===== config.mk =====
export PLATFORM = sky130hd
export DESIGN_NAME = serial_magnitude_comparator_flat
export DESIGN_NICKNAME = d
export VERILOG_FILES = /design/src/rtl/serial_magnitude_comparator_if.sv /design/src/rtl/serial_magnitude_comparator.sv /design/src/flat_wrapper.sv
export SDC_FILE = /design/constraint.sdc
export NUM_CORES = 1
export LEC_CHECK = 0
export ABC_AREA = 1
export BUFFER_PORTS_ARGS = -buffer_cell sky130_fd_sc_hd__buf_2
export CORE_MARGIN = 2
export CORE_UTILIZATION = 55
export DETAILED_ROUTE_END_ITERATION = 8
export PLACE_DENSITY = 0.78
export SETUP_SLACK_MARGIN = 0.05
export SYNTH_ARGS = -nofsm -noshare
export SYNTH_HDL_FRONTEND = slang
export SYNTH_SLANG_ARGS = --single-unit

===== constraint.sdc =====
create_clock -name clk -period 2.62 [get_ports clk]
set_clock_uncertainty 0.1 [all_clocks]
set_input_delay 0.524 -clock clk [delete_from_list [all_inputs] [get_ports clk]]
set_output_delay 0.524 -clock clk [all_outputs]
set_load 0.03 [all_outputs]

===== src/rtl/serial_magnitude_comparator_if.sv =====
// Request/result bundle for serial_magnitude_comparator.
//   start          : request a compare (honoured only while the comparator is idle)
//   a, b           : W-bit unsigned operands, captured with the accepted start
//   busy           : comparison in progress (SHIFT or DONE)
//   done           : one-cycle completion pulse
//   a_gt_b/eq/lt   : registered one-hot verdict, held until the next accepted start
// master drives the request; slave is the comparator.
interface serial_magnitude_comparator_if #(
    parameter int unsigned W = 8
);
    logic         start;
    logic [W-1:0] a;
    logic [W-1:0] b;
    logic         busy;
    logic         done;
    logic         a_gt_b;
    logic         a_eq_b;
    logic         a_lt_b;

    modport master (
        output start, a, b,
        input  busy, done, a_gt_b, a_eq_b, a_lt_b
    );

    modport slave (
        input  start, a, b,
        output busy, done, a_gt_b, a_eq_b, a_lt_b
    );
endinterface


===== src/rtl/serial_magnitude_comparator.sv =====
// Bit-serial W-bit unsigned magnitude comparator.
// Operands are captured on an accepted start, then one bit pair per clock (MSB first) is
// examined by a single one-bit comparator cell. The first differing bit ends the compare;
// if all W bits match the result is "equal".
// Ports:
//   clk   : rising-edge clock
//   rst_n : asynchronous active-low reset
//   bus   : request/result bundle (slave side), see serial_magnitude_comparator_if
module serial_magnitude_comparator #(
    parameter int unsigned W = 8
) (
    input logic                           clk,
    input logic                           rst_n,
    serial_magnitude_comparator_if.slave  bus
);
    localparam int unsigned CntW = (W > 1) ? $clog2(W) : 1;

    typedef enum logic [1:0] {StIdle, StShift, StDone} state_e;

    state_e          state_q, state_d;
    logic [W-1:0]    sa_q, sa_d;
    logic [W-1:0]    sb_q, sb_d;
    logic [CntW-1:0] cnt_q, cnt_d;
    logic            gt_q, gt_d;
    logic            eq_q, eq_d;
    logic            lt_q, lt_d;

    // One-bit comparator cell on the current MSBs.
    logic bit_x, bit_y;
    logic bit_g, bit_e, bit_l;

    always_comb begin
        bit_x = sa_q[W-1];
        bit_y = sb_q[W-1];
        bit_g = bit_x & ~bit_y;
        bit_l = ~bit_x & bit_y;
        bit_e = ~(bit_x ^ bit_y);
    end

    // State register.
    always_ff @(posedge clk or negedge rst_n) begin
        if (!rst_n) begin
            state_q <= StIdle;
        end else begin
            state_q <= state_d;
        end
    end

    // Next-state logic.
    always_comb begin
        state_d = state_q;
        unique case (state_q)
            StIdle: begin
                if (bus.start) state_d = StShift;
            end
            StShift: begin
                if (bit_g || bit_l || (bit_e && (cnt_q == '0))) state_d = StDone;
            end
            StDone: begin
                state_d = StIdle;
            end
            default: state_d = StIdle;
        endcase
    end

    // Outputs decoded from the state register, so they are glitch-free.
    always_comb begin
        bus.busy   = (state_q != StIdle);
        bus.done   = (state_q == StDone);
        bus.a_gt_b = gt_q;
        bus.a_eq_b = eq_q;
        bus.a_lt_b = lt_q;
    end

    // Datapath next values: operand shift registers, bit counter, verdict flags.
    always_comb begin
        sa_d  = sa_q;
        sb_d  = sb_q;
        cnt_d = cnt_q;
        gt_d  = gt_q;
        eq_d  = eq_q;
        lt_d  = lt_q;
        unique case (state_q)
            StIdle: begin
                if (bus.start) begin
                    sa_d  = bus.a;
                    sb_d  = bus.b;
                    cnt_d = CntW'(W - 1);
                    gt_d  = 1'b0;
                    eq_d  = 1'b0;
                    lt_d  = 1'b0;
                end
            end
            StShift: begin
                if (bit_g) begin
                    gt_d = 1'b1;
                end else if (bit_l) begin
                    lt_d = 1'b1;
                end else if (cnt_q == '0) begin
                    eq_d = 1'b1;
                end else begin
                    sa_d  = sa_q << 1;
                    sb_d  = sb_q << 1;
                    cnt_d = cnt_q - CntW'(1);
                end
            end
            default: ;
        endcase
    end

    always_ff @(posedge clk or negedge rst_n) begin
        if (!rst_n) begin
            sa_q  <= '0;
            sb_q  <= '0;
            cnt_q <= '0;
            gt_q  <= 1'b0;
            eq_q  <= 1'b0;
            lt_q  <= 1'b0;
        end else begin
            sa_q  <= sa_d;
            sb_q  <= sb_d;
            cnt_q <= cnt_d;
            gt_q  <= gt_d;
            eq_q  <= eq_d;
            lt_q  <= lt_d;
        end
    end
endmodule


===== src/flat_wrapper.sv =====
// flat-port wrapper written by rule: the top's interface ports become plain ports
module serial_magnitude_comparator_flat 
#(
    parameter int unsigned W = 8
)
  (clk, rst_n, bus_start, bus_a, bus_b, bus_busy, bus_done, bus_a_gt_b, bus_a_eq_b, bus_a_lt_b);
  serial_magnitude_comparator_if #(.W(W)) bus_i ();
  input logic clk;
  input logic rst_n;
  input wire logic [$bits(bus_i.start)-1:0] bus_start;
  input wire logic [$bits(bus_i.a)-1:0] bus_a;
  input wire logic [$bits(bus_i.b)-1:0] bus_b;
  output wire logic [$bits(bus_i.busy)-1:0] bus_busy;
  output wire logic [$bits(bus_i.done)-1:0] bus_done;
  output wire logic [$bits(bus_i.a_gt_b)-1:0] bus_a_gt_b;
  output wire logic [$bits(bus_i.a_eq_b)-1:0] bus_a_eq_b;
  output wire logic [$bits(bus_i.a_lt_b)-1:0] bus_a_lt_b;
  assign bus_i.start = bus_start;
  assign bus_i.a = bus_a;
  assign bus_i.b = bus_b;
  assign bus_busy = bus_i.busy;
  assign bus_done = bus_i.done;
  assign bus_a_gt_b = bus_i.a_gt_b;
  assign bus_a_eq_b = bus_i.a_eq_b;
  assign bus_a_lt_b = bus_i.a_lt_b;
  serial_magnitude_comparator #(.W(W)) u_core (.clk(clk), .rst_n(rst_n), .bus(bus_i));
endmodule

After elaboration in Yosys (flattened, before gate mapping)
Index checks and enable logic that the tools add are counted.

Add/sub/neg operators: 1. Multiply operators: 0. Divide/modulo/power cells: 0. $lt $le $gt $ge: 0. Equal/unequal tests: 10. Shifts and indexed selects: 0. Mux-type cells: 28. Bitwise logic cells: 6. Reductions and logical operators: 12.

Operators with widths (number): $mux W8 (8); $pmux W8 S2 (2); $mux W3 (4); $reduce_and A5 Y1 (2); $ne A2 B1 Y1 const B (4); $ne A2 B2 Y1 const B (4); $mux W1 (7); $pmux W1 S2 (3); $pmux W3 S2 (1); $mux W2 (2); $pmux W2 S2 (1); $reduce_and A4 Y1 (1); $reduce_bool A2 Y1 (2); $logic_not A3 Y1 (1); $not A1 Y1 (3); $reduce_and A3 Y1 (1); $sub A3 B1 Y3 const B (1); $and A1 B1 Y1 (2); $eq A2 B1 Y1 const B (1); $eq A2 B2 Y1 const B (1); $logic_not A2 Y1 (1); $logic_or A1 B1 Y1 (2); $reduce_and A2 Y1 (1); $logic_and A1 B1 Y1 (1); $xor A1 B1 Y1 (1).

Flip-flop bits (word level): 24. Bits in latches: 0. Bits in writable memories: 0. Memory bits (read-only): 0. Input bits: 19. Output and inout bits: 5. Logic and storage cells: 64. Memories: 0.

Logic depth before layout (Yosys ltp)
Depth in word-level cells: 6. Depth in mapped cells: 9. Depth with buffers taken out: 8.

Worst setup path after synthesis
Ideal clock, no wire load.

Path kind: reg2out. From: reg u_core.state_q[1]. To: out bus_done. Arrival: 899 ps. Data required time: 1996 ps. Setup slack: 1097 ps. Stages on the path, launching flop included: 3. Buffers on the path: 0. Cell sequence: dfrtp_1 inv_2 nor2_1.

Cells in the longest elaborated chain, start to end: 1.

Ends and longest elaborated chain: start: declaration (RTL line serial_magnitude_comparator.sv:20) `state_e state_q, state_d;`; start signal: assignment (RTL line serial_magnitude_comparator.sv:43) `state_q <= StIdle;`; start signal: assignment (RTL line serial_magnitude_comparator.sv:45) `state_q <= state_d;`; $eq A2 B2 Y1 (RTL line serial_magnitude_comparator.sv:69) `bus.done = (state_q == StDone);`; end: declaration (RTL line flat_wrapper.sv:14) `output wire logic [$bits(bus_i.done)-1:0] bus_done;`.

Every way passes these cells.

Final worst setup path
From: reg u_core.state_q[0]. To: out bus_busy.

Cells in the longest elaborated chain, start to end: 1.

Ends and longest elaborated chain: $reduce_bool A2 Y1 (RTL line serial_magnitude_comparator.sv:68) `bus.busy = (state_q != StIdle);`; end: declaration (RTL line flat_wrapper.sv:13) `output wire logic [$bits(bus_i.busy)-1:0] bus_busy;`.

Every way passes these cells.

==> metrics <==
final instance area 1564 um2; # rows 18; Vias 1216; Finished Layout Cells between 200 and 250; clk sinks 24; Yosys reg bits 24; Max IR drop VDD 0.9179 mV; vias in the first global route 1149; YS warnings 0; CTS clk-pin slew, worst paths 0.13 ns; TritonCTS Buffers 3; fin nets 230; Port Buffer Count 23; antenna violations before repair 0; Register Area 600.6 um2; # DRC 0; RSZ-0062 raised after global routing false; Area growth syn-to-layout 7.666%; first-pass GRT wire length 4864 um; Max Fclk 0.5466 GHz; largest net degree at the start of global routing 31; startpoint types flip-flop; final wirelength 2683 um; die area 3068 um2; GRT Residual Overflow 0; cell area after synthesis 1453 um2; Leakage Power 0.0009251 uW; Core Region 2500 um2; Net Count, Synth 210; Fin. Hold Viols 0; IO Pins 24; clock buffer depth 2; H-tree levels 1; share of cells above drive strength 1 17.56%; DR WL/cell 11.42 um; crit path DAT 1.21 ns; CP Class reg -> out; Hold Buf Count CTS 0; most frequent cells in the layout nand2_1, inv_1, dfrtp_1, buf_2, nand3_1; Final Cycle Share 69.83%; min cycle time layout 1.830 ns; Post-DP HPWL 1811 um; final setup vio count 0; mean post-synth cell area between 7 and 8 um2; status finished clean; CTS tree built; Skew-Pair Late Insertion Delay 0.31 ns; placed cells 232; gr usage total 19.10%; power per cell area 1198 nW/um2; most common cell after layout, fill and taps aside nand2_1; post_cts resized 0; Slew HR a little under two thirds; drt first-iter violations 20; number of antenna diodes 0; CP Max Fanout 7; Die Ht 55.39 um; max-cap violation count 0; worst slew pin tran approximately 0.54 ns; Worst EP required approximately 2.0 ns; # fillers 217; post-synth cell types 20; Final Max Slew Viols 0; gp weighted congestion 0.7590; First-pass DRT Iterations 4; critical path capture point type output port; Hold Path Class in -> async; sequential share of the synthesized area 41.34%; post-CTS setup buffer count 0; setup TNS 0 ns; Initial Util 58.11%; via/cell ratio 5.174; cells after synthesis 187; DP Area between 1500 and 2000 um2; DRT antenna net count 0; Clock Tree Root clkbuf_4; Power Total 1874 uW; multi-input gate area in the final layout between 600 and 700 um2; Die Wd approximately 55 um
-- through the flow --
| step | util, % | setup slack (ns) | hold WS, ns |
|---|---|---|---|
| after global placement | 61.66 | 0.8828 | 0.3510 |
| final | 62.56 | 0.7905 | 0.07327 |
| after CTS | 62.56 | 0.7755 | 0.09033 |
| after floorplan | - | 1.097 | 0.1284 |
| after detailed placement | 61.66 | 0.8500 | 0.3549 |
| after global routing | 62.56 | 0.6748 | 0.1202 |
-- report_power, final --
| part | leakage, uW | internal [uW] | switching, uW |
|---|---|---|---|
| logic | 0.000614 | 372 | 719 |
| clock network | 0.0000138 | 53.7 | 106 |
| registers | 0.000298 | 546 | 76.4 |
| total | 0.000925 | 972 | 902 |
-- state kept, by name, summed over array words and instances, names as in the netlist --
signal / flops
u_core.state_q: 2
u_core.bus.a_gt_b: 1
u_core.cnt_q: 3
u_core.bus.a_lt_b: 1
u_core.sa_q: 8
u_core.sb_q: 8
u_core.bus.a_eq_b: 1
-- routing by layer --
layer,global-route usage [%],routed length (um),vias to the layer above
met5,0,0,-
met4,5.923,0,0
met2,31.80,1286,33
met1,26.09,1265,559
li1,-,-,624
met3,2.108,131,0
-- area by class of cell --
class                   count  share of cell area (%)
repair buffers             23                   7.360
flip-flops and latches     24                   38.40
clock buffers               3                   1.440
inverters                  29                   6.960
multi-input cells         126                   43.44
well taps                  30                   2.400
-- cell usage after synthesis --
master / number / share of area [%]
nand2_2: 3 / 1.3
nand3_1: 22 / 7.6
o21bai_1: 19 / 9.8
o21ai_1: 3 / 1.0
nand2_4: 1 / 0.78
nor2_8: 1 / 1.4
nor2_1: 7 / 1.8
inv_1: 26 / 6.7
a21oi_1: 2 / 0.69
buf_2: 2 / 0.69
buf_6: 3 / 2.3
ha_1: 4 / 3.4
nor2_4: 2 / 1.6
inv_2: 3 / 0.78
dfrtp_1: 24 / 41
buf_4: 2 / 1.0
a21o_1: 1 / 0.52
o21ai_0: 13 / 4.5
nand2_1: 48 / 12
clkbuf_2: 1 / 0.34
-- path summary, 6_finish.rpt --
check / start / to / slack [ns] / cells after the start
worst min-delay path: rst_n / u_core.bus.a_lt_b / 0.07 / 1
worst max-delay path: u_core.state_q[0] / bus_busy / 0.79 / 3
max in group asynchronous: rst_n / u_core.sa_q[2] / 1.98 / 1
worst max register to register: u_core.sa_q[7] / u_core.sa_q[3] / 0.84 / 7
worst min register to register: u_core.bus.a_gt_b / u_core.bus.a_gt_b / 0.38 / 2
min in group clk: u_core.bus.a_gt_b / u_core.bus.a_gt_b / 0.38 / 2
-- kinds of logic after synthesis --
group,count (synthesis),synth area share [%]
buffers and inverters,37,11.89
flip-flops,24,41.34
AND/OR/NAND/NOR,84,26.79
AO/OA/AOI/OAI,38,16.54
adder cells (fa/ha/maj),4,3.445
-- critical path: stages (launching register included) --
cell and delay [ns]:
dfrtp_1 0.49, nor2_1 0.17, inv_1 0.06, buf_2 0.17
Note: power is estimated with default switching activity, not from simulation.
